**config.mk**
```make
export PLATFORM = sky130hd
export DESIGN_NAME = ps2_kbd_writer_flat
export DESIGN_NICKNAME = d
export VERILOG_FILES = /design/src/rtl/ps2_kbd_writer_if.sv /design/src/rtl/ps2_kbd_writer.sv /design/src/flat_wrapper.sv
export SDC_FILE = /design/constraint.sdc
export NUM_CORES = 1
export LEC_CHECK = 0
export BUFFER_PORTS_ARGS = -buffer_cell sky130_fd_sc_hd__buf_2
export CELL_PAD_IN_SITES_DETAIL_PLACEMENT = 0
export CELL_PAD_IN_SITES_GLOBAL_PLACEMENT = 1
export CORE_MARGIN = 5
export CORE_UTILIZATION = 25
export CTS_BUF_LIST = sky130_fd_sc_hd__clkbuf_16
export DETAILED_ROUTE_END_ITERATION = 8
export GPL_TIMING_DRIVEN = 1
export HOLD_SLACK_MARGIN = 0.12
export PLACE_DENSITY = 0.58
export SETUP_SLACK_MARGIN = 0.4
export SYNTH_ARGS = -nofsm -noshare
export SYNTH_HDL_FRONTEND = slang
export SYNTH_SLANG_ARGS = --single-unit
export TNS_END_PERCENT = 5
```
**constraint.sdc**
```tcl
create_clock -name clk -period 3.45 [get_ports clk]
set_input_delay 0.345 -clock clk [delete_from_list [all_inputs] [get_ports clk]]
set_output_delay 0.345 -clock clk [all_outputs]
set_load 0.005 [all_outputs]
```
**src/rtl/ps2_kbd_writer_if.sv**
```systemverilog
`default_nettype none
// ============================================================================
// Module   : ps2_kbd_writer_if
// Purpose  : Memory B-port (I/O) bus between the keyboard writer and memory.
// Revision : 1.0
// ============================================================================
interface ps2_kbd_writer_if;
    logic [31:0] io_addr;
    logic        io_wren;
    logic [31:0] io_wdata;
    logic [31:0] io_rdata;

    modport master (
        output io_addr,
        output io_wren,
        output io_wdata,
        input  io_rdata
    );

    modport slave (
        input  io_addr,
        input  io_wren,
        input  io_wdata,
        output io_rdata
    );
endinterface
`default_nettype wire

```
**src/rtl/ps2_kbd_writer.sv**
```systemverilog
`default_nettype none
// ============================================================================
// Module   : ps2_kbd_writer
// Purpose  : PS/2 keyboard deframer that appends good scancodes to a ring
//            buffer in data memory and publishes the head index.
// Revision : 1.0
// ============================================================================
module ps2_kbd_writer #(
    parameter logic [31:0] BUF_BASE  = 32'h0000_0100,
    parameter int          DEPTH     = 16,
    parameter logic [31:0] HEAD_ADDR = 32'h0000_00F0,
    parameter logic [31:0] TAIL_ADDR = 32'h0000_00F4,
    parameter int          TIMEOUT   = 50000
) (
    input  wire              clk,
    input  wire              rst,
    input  wire              ps2_clk,
    input  wire              ps2_data,
    ps2_kbd_writer_if.master io,
    output logic [7:0]       err_cnt,
    output logic [7:0]       drop_cnt,
    output logic             busy
);
    localparam int c_PTR_W = $clog2(DEPTH);
    localparam int c_TO_W  = $clog2(TIMEOUT + 1);
    localparam logic [c_TO_W-1:0] c_TO_LAST = c_TO_W'(TIMEOUT - 1);

    typedef enum logic [2:0] {
        S_IDLE      = 3'd0,
        S_RD_TAIL   = 3'd1,
        S_WAIT_TAIL = 3'd2,
        S_CHECK     = 3'd3,
        S_WR_DATA   = 3'd4,
        S_WR_HEAD   = 3'd5
    } state_t;

    state_t              r_state, w_state_nxt;
    logic [2:0]          r_clk_sync;
    logic [1:0]          r_dat_sync;
    logic [3:0]          r_bit_cnt;
    logic [9:0]          r_shift;
    logic [c_TO_W-1:0]   r_idle_cnt;
    logic [7:0]          r_pending;
    logic                r_pending_valid;
    logic [c_PTR_W-1:0]  r_head;

    logic                w_fall;
    logic                w_bit;
    logic [10:0]         w_frame;
    logic                w_frame_done;
    logic                w_good;
    logic                w_take;
    logic                w_frame_drop;
    logic                w_full_drop;
    logic [c_PTR_W-1:0]  w_head_inc;
    logic [c_PTR_W-1:0]  w_tail;
    logic [8:0]          w_drop_sum;
    logic [31:0]         w_addr_nxt;
    logic [31:0]         w_wdata_nxt;
    logic                w_wren_nxt;
    logic                w_unused_rdata;

    // Bus idles high, so the synchronisers come out of reset at 1.
    always_ff @(posedge clk or negedge rst) begin
        if (!rst) begin
            r_clk_sync <= 3'b111;
            r_dat_sync <= 2'b11;
        end else begin
            r_clk_sync <= {r_clk_sync[1:0], ps2_clk};
            r_dat_sync <= {r_dat_sync[0], ps2_data};
        end
    end

    assign w_fall       = r_clk_sync[2] & ~r_clk_sync[1];
    assign w_bit        = r_dat_sync[1];
    assign w_frame      = {w_bit, r_shift};
    assign w_frame_done = w_fall && (r_bit_cnt == 4'd10);
    assign w_good       = ~w_frame[0] & w_frame[10] & (^w_frame[9:1]);

    always_ff @(posedge clk or negedge rst) begin
        if (!rst) begin
            r_bit_cnt  <= '0;
            r_shift    <= '0;
            r_idle_cnt <= '0;
        end else if (w_fall) begin
            r_idle_cnt <= '0;
            r_shift    <= {w_bit, r_shift[9:1]};
            r_bit_cnt  <= (r_bit_cnt == 4'd10) ? 4'd0 : r_bit_cnt + 4'd1;
        end else if (r_bit_cnt != 4'd0) begin
            if (r_idle_cnt == c_TO_LAST) begin
                r_bit_cnt  <= '0;
                r_idle_cnt <= '0;
            end else begin
                r_idle_cnt <= r_idle_cnt + c_TO_W'(1);
            end
        end
    end

    // Pointer width equals log2(DEPTH), so the increment wraps on its own.
    assign w_head_inc     = r_head + c_PTR_W'(1);
    assign w_tail         = io.io_rdata[c_PTR_W-1:0];
    assign w_unused_rdata = ^io.io_rdata;
    assign w_full_drop    = (r_state == S_CHECK) && (w_head_inc == w_tail);
    // The slot frees up in WR_DATA, so a byte arriving then is still taken.
    assign w_take         = w_frame_done & w_good & (~r_pending_valid | (r_state == S_WR_DATA));
    assign w_frame_drop   = w_frame_done & w_good & ~w_take;
    assign w_drop_sum     = {1'b0, drop_cnt} + {8'd0, w_frame_drop} + {8'd0, w_full_drop};

    always_ff @(posedge clk or negedge rst) begin
        if (!rst) begin
            r_pending       <= '0;
            r_pending_valid <= 1'b0;
            err_cnt         <= '0;
            drop_cnt        <= '0;
        end else begin
            if (w_take) begin
                r_pending       <= w_frame[8:1];
                r_pending_valid <= 1'b1;
            end else if ((r_state == S_WR_DATA) || w_full_drop) begin
                r_pending_valid <= 1'b0;
            end
            if (w_frame_done && !w_good && (err_cnt != 8'hFF))
                err_cnt <= err_cnt + 8'd1;
            drop_cnt <= w_drop_sum[8] ? 8'hFF : w_drop_sum[7:0];
        end
    end

    // Outputs are decoded from the next state so the registered bus lines up
    // with the state that owns it.
    always_comb begin
        w_state_nxt = r_state;
        w_addr_nxt  = '0;
        w_wdata_nxt = '0;
        w_wren_nxt  = 1'b0;
        case (r_state)
            S_IDLE:      if (r_pending_valid) w_state_nxt = S_RD_TAIL;
            S_RD_TAIL:   w_state_nxt = S_WAIT_TAIL;
            S_WAIT_TAIL: w_state_nxt = S_CHECK;
            S_CHECK:     w_state_nxt = w_full_drop ? S_IDLE : S_WR_DATA;
            S_WR_DATA:   w_state_nxt = S_WR_HEAD;
            S_WR_HEAD:   w_state_nxt = S_IDLE;
            default:     w_state_nxt = S_IDLE;
        endcase
        case (w_state_nxt)
            S_RD_TAIL, S_WAIT_TAIL, S_CHECK: w_addr_nxt = TAIL_ADDR;
            S_WR_DATA: begin
                w_addr_nxt  = BUF_BASE + 32'(r_head);
                w_wdata_nxt = {24'h0, r_pending};
                w_wren_nxt  = 1'b1;
            end
            S_WR_HEAD: begin
                w_addr_nxt  = HEAD_ADDR;
                w_wdata_nxt = 32'(w_head_inc);
                w_wren_nxt  = 1'b1;
            end
            default: w_addr_nxt = '0;
        endcase
    end

    always_ff @(posedge clk or negedge rst) begin
        if (!rst) begin
            r_state     <= S_IDLE;
            r_head      <= '0;
            io.io_addr  <= '0;
            io.io_wren  <= 1'b0;
            io.io_wdata <= '0;
        end else begin
            r_state     <= w_state_nxt;
            io.io_addr  <= w_addr_nxt;
            io.io_wren  <= w_wren_nxt;
            io.io_wdata <= w_wdata_nxt;
            if (r_state == S_WR_DATA)
                r_head <= w_head_inc;
        end
    end

    assign busy = (r_state != S_IDLE);

endmodule
`default_nettype wire

```
**src/flat_wrapper.sv**
```systemverilog
// flat-port wrapper written by rule: the top's interface ports become plain ports
module ps2_kbd_writer_flat 
#(
    parameter logic [31:0] BUF_BASE  = 32'h0000_0100,
    parameter int          DEPTH     = 16,
    parameter logic [31:0] HEAD_ADDR = 32'h0000_00F0,
    parameter logic [31:0] TAIL_ADDR = 32'h0000_00F4,
    parameter int          TIMEOUT   = 50000
)
  (clk, rst, ps2_clk, ps2_data, err_cnt, drop_cnt, busy, io_io_addr, io_io_wren, io_io_wdata, io_io_rdata);
  ps2_kbd_writer_if io_i ();
  input  wire clk;
  input  wire rst;
  input  wire ps2_clk;
  input  wire ps2_data;
  output logic [7:0] err_cnt;
  output logic [7:0] drop_cnt;
  output logic busy;
  output wire logic [$bits(io_i.io_addr)-1:0] io_io_addr;
  output wire logic [$bits(io_i.io_wren)-1:0] io_io_wren;
  output wire logic [$bits(io_i.io_wdata)-1:0] io_io_wdata;
  input wire logic [$bits(io_i.io_rdata)-1:0] io_io_rdata;
  assign io_io_addr = io_i.io_addr;
  assign io_io_wren = io_i.io_wren;
  assign io_io_wdata = io_i.io_wdata;
  assign io_i.io_rdata = io_io_rdata;
  ps2_kbd_writer #(.BUF_BASE(BUF_BASE), .DEPTH(DEPTH), .HEAD_ADDR(HEAD_ADDR), .TAIL_ADDR(TAIL_ADDR), .TIMEOUT(TIMEOUT)) u_core (.clk(clk), .rst(rst), .ps2_clk(ps2_clk), .ps2_data(ps2_data), .io(io_i), .err_cnt(err_cnt), .drop_cnt(drop_cnt), .busy(busy));
endmodule
```
**Word-level counts from Yosys, hierarchy flattened**

Index checks and enable logic that the tools add are counted.

- Register bits after elaboration: 108
- Input port bits: 36
- Output and inout port bits: 82
- Word-level logic and storage cells: 77

- Add/sub/neg operators: 7
- Equal/unequal tests: 13
- Muxes and demuxes: 16
- Bitwise logic cells: 11
- Reduce and logical (&&, ||, !) cells: 16

Operator list:

| cell | number |
|---|---|
| case mux 32 bit (3 select lines) | 1 |
| 2-to-1 mux 16 bit | 3 |
| adder 16 x 1 -> 16 bit (second input constant) | 1 |
| equality test 16 bit (second input constant) | 1 |
| 2-to-1 mux 4 bit | 4 |
| case mux 8 bit (2 select lines) | 1 |
| case mux 3 bit (5 select lines) | 1 |
| equality test 3 x 2 -> 1 bit (second input constant) | 4 |
| adder 9 x 4 -> 10 bit (first input constant) | 1 |
| adder 8 x 1 -> 9 bit | 1 |
| adder 9 x 1 -> 9 bit | 1 |
| equality test 3 bit (second input constant) | 3 |
| XOR reduction 9 bit | 1 |
| adder 4 x 1 -> 4 bit (second input constant) | 2 |
| adder 8 x 1 -> 8 bit (second input constant) | 1 |
| 2-to-1 mux 8 bit | 1 |
| inequality test 8 bit (second input constant) | 1 |
| AND 1 bit | 6 |
| equality test 3 x 1 -> 1 bit (second input constant) | 2 |
| 2-to-1 mux 3 bit | 2 |
| nonzero test 2 bit | 3 |
| equality test 4 bit | 1 |
| equality test 4 bit (second input constant) | 1 |
| logical AND 1 bit | 4 |
| other kinds (11) | 16 |

**Depth between registers and ports, before layout**

- Depth in word-level cells: 10
- Gate-level depth with buffers: 11
- Gate-level depth less buffers: 11

**Worst setup path before layout**

OpenSTA, ideal clock, no wires.

- Path kind: flip-flop to flip-flop
- From: register u_core.r_shift[2]
- To: register u_core.drop_cnt[0]
- Library setup time: 0.067 ns
- Data arrival time: 2.695 ns
- Setup slack: 0.688 ns
- Stages on the path, launching flop included: 11
- Cells stage by stage: dfrtp_1 > xnor3_1 > or3b_4 > mux2i_4 > and4_2 > fa_1 > ha_1 > and3_1 > nand2_1 > or2_2 > nand2b_1

- Cells in the longest elaborated chain, start to end: 9

Ends and longest elaborated chain:

| item | line | source |
|---|---|---|
| start, declared | ps2_kbd_writer.sv:41 | `logic [9:0] r_shift;` |
| start signal, assigned | ps2_kbd_writer.sv:87 | `r_shift <= {w_bit, r_shift[9:1]};` |
| XOR reduction 9 bit * | ps2_kbd_writer.sv:78 | `assign w_good = ~w_frame[0] & w_frame[10] & (^w_frame[9:1]);` |
| AND 1 bit * | ps2_kbd_writer.sv:78 |  |
| AND 1 bit * | ps2_kbd_writer.sv:105, ps2_kbd_writer.sv:106 |  |
| AND 1 bit | ps2_kbd_writer.sv:105 | `assign w_take = w_frame_done & w_good & (~r_pending_valid \| (r_state == S_WR_DATA));` |
| NOT 1 bit | ps2_kbd_writer.sv:106 | `assign w_frame_drop = w_frame_done & w_good & ~w_take;` |
| AND 1 bit * | ps2_kbd_writer.sv:106 |  |
| adder 8 x 1 -> 9 bit * | ps2_kbd_writer.sv:107 | `assign w_drop_sum = {1'b0, drop_cnt} + {8'd0, w_frame_drop} + {8'd0, w_full_drop};` |
| adder 9 x 1 -> 9 bit * | ps2_kbd_writer.sv:107 |  |
| 2-to-1 mux 8 bit * | ps2_kbd_writer.sv:124 | `drop_cnt <= w_drop_sum[8] ? 8'hFF : w_drop_sum[7:0];` |
| end signal, assigned | ps2_kbd_writer.sv:124 |  |
| end, declared | ps2_kbd_writer.sv:21 | `output logic [7:0] drop_cnt,` |

Mark *: on every way between the ends. The rest lies on a longest branch, timed or not.
A chain may end at the register's enable or synchronous reset.

**Final worst setup path**

Same ends and word-level chain as after synthesis.

==> summary.txt <==
sequential share of the synthesized area -> 50.7%
CTS max path bufs -> 2
fin util -> 29.6%
max cap viols -> 0
# DRC -> 0
crit path launch -> u_core.r_shift[2]$_DFFE_PN0P_
endpoint class of the critical path -> register
Pins Over Slew Limit -> 0
r2r worst-path depth -> 10
P per Cell Area -> 623 nW/um^2
Via-to-Cell Ratio -> 4.13
Die Wd -> 137 um
worst r2r src -> u_core.r_shift[2]$_DFFE_PN0P_
ys async rst share -> 100%
layout cells sized above 1 -> 20.3%
TritonCTS Sinks -> 82
global-route wire length before repair -> 13.3 mm
crit path DAT -> 3140 ps
Setup TNS Final -> 0 ps
Hold Startpoint -> u_core.r_dat_sync[0]$_DFF_PN1_
Detail Route Antenna Nets -> 0
initial antenna violation count -> 0
Rel. slew slack -> 58.8%
EDFF count, synth -> 0
Setup Skew -> 7.67 ps
Clock Latency Late Sink -> 340 ps
clock root buffer -> clkbuf_16
initial drt markers -> 86
drt wl/cell -> 12.0 um
fin crit share -> 83.0%
global route total overflow -> 0
Die Ht -> 137 um
dpl hpwl -> 5.59 mm
Area Growth Syn to Fin -> 15.8%
Mapped Cells -> 381
Worst Tran Pin Value -> 618 ps
Worst VDD drop -> 252 uV
minimum clock period -> 2860 ps
via count -> 2703
Hold Vio Cnt, Final -> 0
DIE AREA -> 18900 um^2
hold depth -> 0
unrepaired setup endpoints after global routing -> no
library cells used by synthesis -> 48
Max Clk Rate -> 0.349 GHz
row cnt -> 46
Initial Util -> 25.5%
largest net degree at the start of global routing -> 49
Setup Viol. Count Final -> 0
class of the worst hold path -> reg -> reg
WL final -> 7.85 mm
CTS buffer count -> 9
# IOs -> 118
vias in the first global route -> 2704
CTS tree -> yes
antenna fix cells -> 0
DRT Pass-1 Iters -> 4
Synth Flop Type -> dfrtp_1
Mean Syn Cell Area -> 10.6 um^2
Startpoint Class -> register
H-tree levels -> 3
Final GP Congestion -> 0.758
YS warnings -> 0
Crit Path Class -> reg -> reg
nets -> 477
#FFs+latches synth -> 82
run status -> finished clean
GRT Total Usage -> 8.89%
Required @ worst endpoint -> 3730 ps
Pleak -> 2.39 nW
CP max FO -> 5
Clk pin slew, worst setup/hold paths -> 70 ps
Port-buffer cells -> 42
synthesized area -> 4060 um^2
core area -> 15900 um^2
## report_power, final
part	switching [mW]	internal [mW]
Sequential	0.151	1.12
Combinational	0.359	0.338
Clock	0.398	0.565
Total	0.908	2.02
## what timing repair did
item,4_1_cts,5_1_grt
hold buffers,3,0
hold endpoints to repair,48,0
gates resized for setup,0,1
setup buffers,0,0
setup endpoints to repair,0,5
## per-layer routing
layer | share of wire (%) | up-vias | track usage (%)
met5 | 0 | - | 0
met4 | 1.8 | 0 | 3.66
met3 | 6.3 | 12 | 2.89
met2 | 45 | 75 | 13.6
met1 | 47 | 1313 | 11.6
li1 | - | 1303 | -
## synth_stat cells, types with 2 or more instances
master    number  area share (%)
mux2_2        10             2.8
xnor3_1        2             1.1
ha_1           7             2.2
and3_1         8             1.2
dfstp_2        5             3.2
nor2_1        20             1.9
clkbuf_1       6            0.56
or2_2          3            0.46
xor2_1        16             3.5
buf_4         50             9.3
nand2b_1       6            0.93
nand4_1        8             1.2
nand3_1       15             1.9
nor4_1         4            0.62
nand3b_1       2            0.37
nor2b_1        4            0.62
nor3b_1        3            0.56
o21ai_0       11             1.4
dfrtp_1       77              47
xnor2_1       14             3.0
a22o_1        10             2.2
and2_1        12             1.9
nand2_1       50             4.6
inv_1          7            0.65
a21oi_1        2            0.25
nor3_1         7            0.86
## final timing paths
path	endpoint	slack (ps)
hold reg to reg	u_core.r_dat_sync[1]$_DFF_PN1_	360
setup / recovery	u_core.drop_cnt[0]$_DFF_PN0_	590
hold / removal	u_core.r_dat_sync[1]$_DFF_PN1_	360
setup reg to reg	u_core.drop_cnt[0]$_DFF_PN0_	590
max in group asynchronous	u_core.r_clk_sync[0]$_DFF_PN1_	2100
min in group asynchronous	u_core.io.io_addr[8]$_DFF_PN0_	550
## placed cells by master (no fill, tap or decap), types with 4 or more instances in the layout
cell	n
xnor2_1	14
nor2_1	20
dfstp_2	5
nand2b_1	6
buf_4	8
ha_1	7
conb_1	47
inv_1	7
buf_2	41
a22o_1	10
dfrtp_1	77
mux2_2	10
nor4_1	4
nor3_1	6
and3_1	8
and2_1	12
clkbuf_16	9
nor2b_1	4
o21ai_0	11
nand4_1	8
nand2_1	50
nand3_1	15
xor2_1	16
## area by class of cell
class,count,area [um^2]
fill,1708,11200
clock inverter,7,77.6
sequential,82,2060
clock buffer,9,225
inverter,7,26.3
tap,216,270
timing repair buffer,52,295
multi-input combinational,281,1750
## worst max-delay path: stages (launching register included)
cell and delay (ps):
dfrtp_1 390, xnor3_1 430, or3b_4 420, mux2i_4 150
and4_2 280, fa_1 200, ha_1 200, and3_1 230
nand2_1 60, or2_2 350, nand2b_1 90
## metrics by stage
| stage | power (mW) | instance area [um^2] | hold slack, ps | setup WS [ps] | instances |
|---|---|---|---|---|---|
| 4_1_cts | 2.98 | 4700 | 358 | 527 | 654 |
| 3_3_place_gp | 1.98 | 4360 | 348 | 534 | 635 |
| 5_1_grt | 3.14 | 4700 | 360 | 421 | 654 |
| 2_1_floorplan | 1.81 | 4230 | 49.4 | 688 | 427 |
| 3_5_place_dp | 1.99 | 4360 | 349 | 561 | 635 |
| 6_report | 2.93 | 4700 | 356 | 586 | 654 |
## sequential cells by signal, indices dropped and copies added, names as in the netlist
signal                  flops
u_core.err_cnt              8
u_core.drop_cnt             8
u_core.r_clk_sync           3
u_core.io.io_wren           1
u_core.r_head               4
u_core.r_pending            8
u_core.r_dat_sync           2
u_core.r_pending_valid      1
u_core.io.io_wdata          8
u_core.io.io_addr           6
u_core.r_bit_cnt            4
u_core.r_idle_cnt          16
u_core.r_state              3
u_core.r_shift             10
## logic make-up after synthesis
logic type	count (synthesis)	share of synthesized area, %
simple gates	148	18.6
fa+ha+maj	8	2.65
buf+inv	64	10.6
other cells	1	0.0924
xor+xnor	33	8.17
compound gates	34	5.83
flops	82	50.7
mux	11	3.33
(Power assumes the default switching activity.)
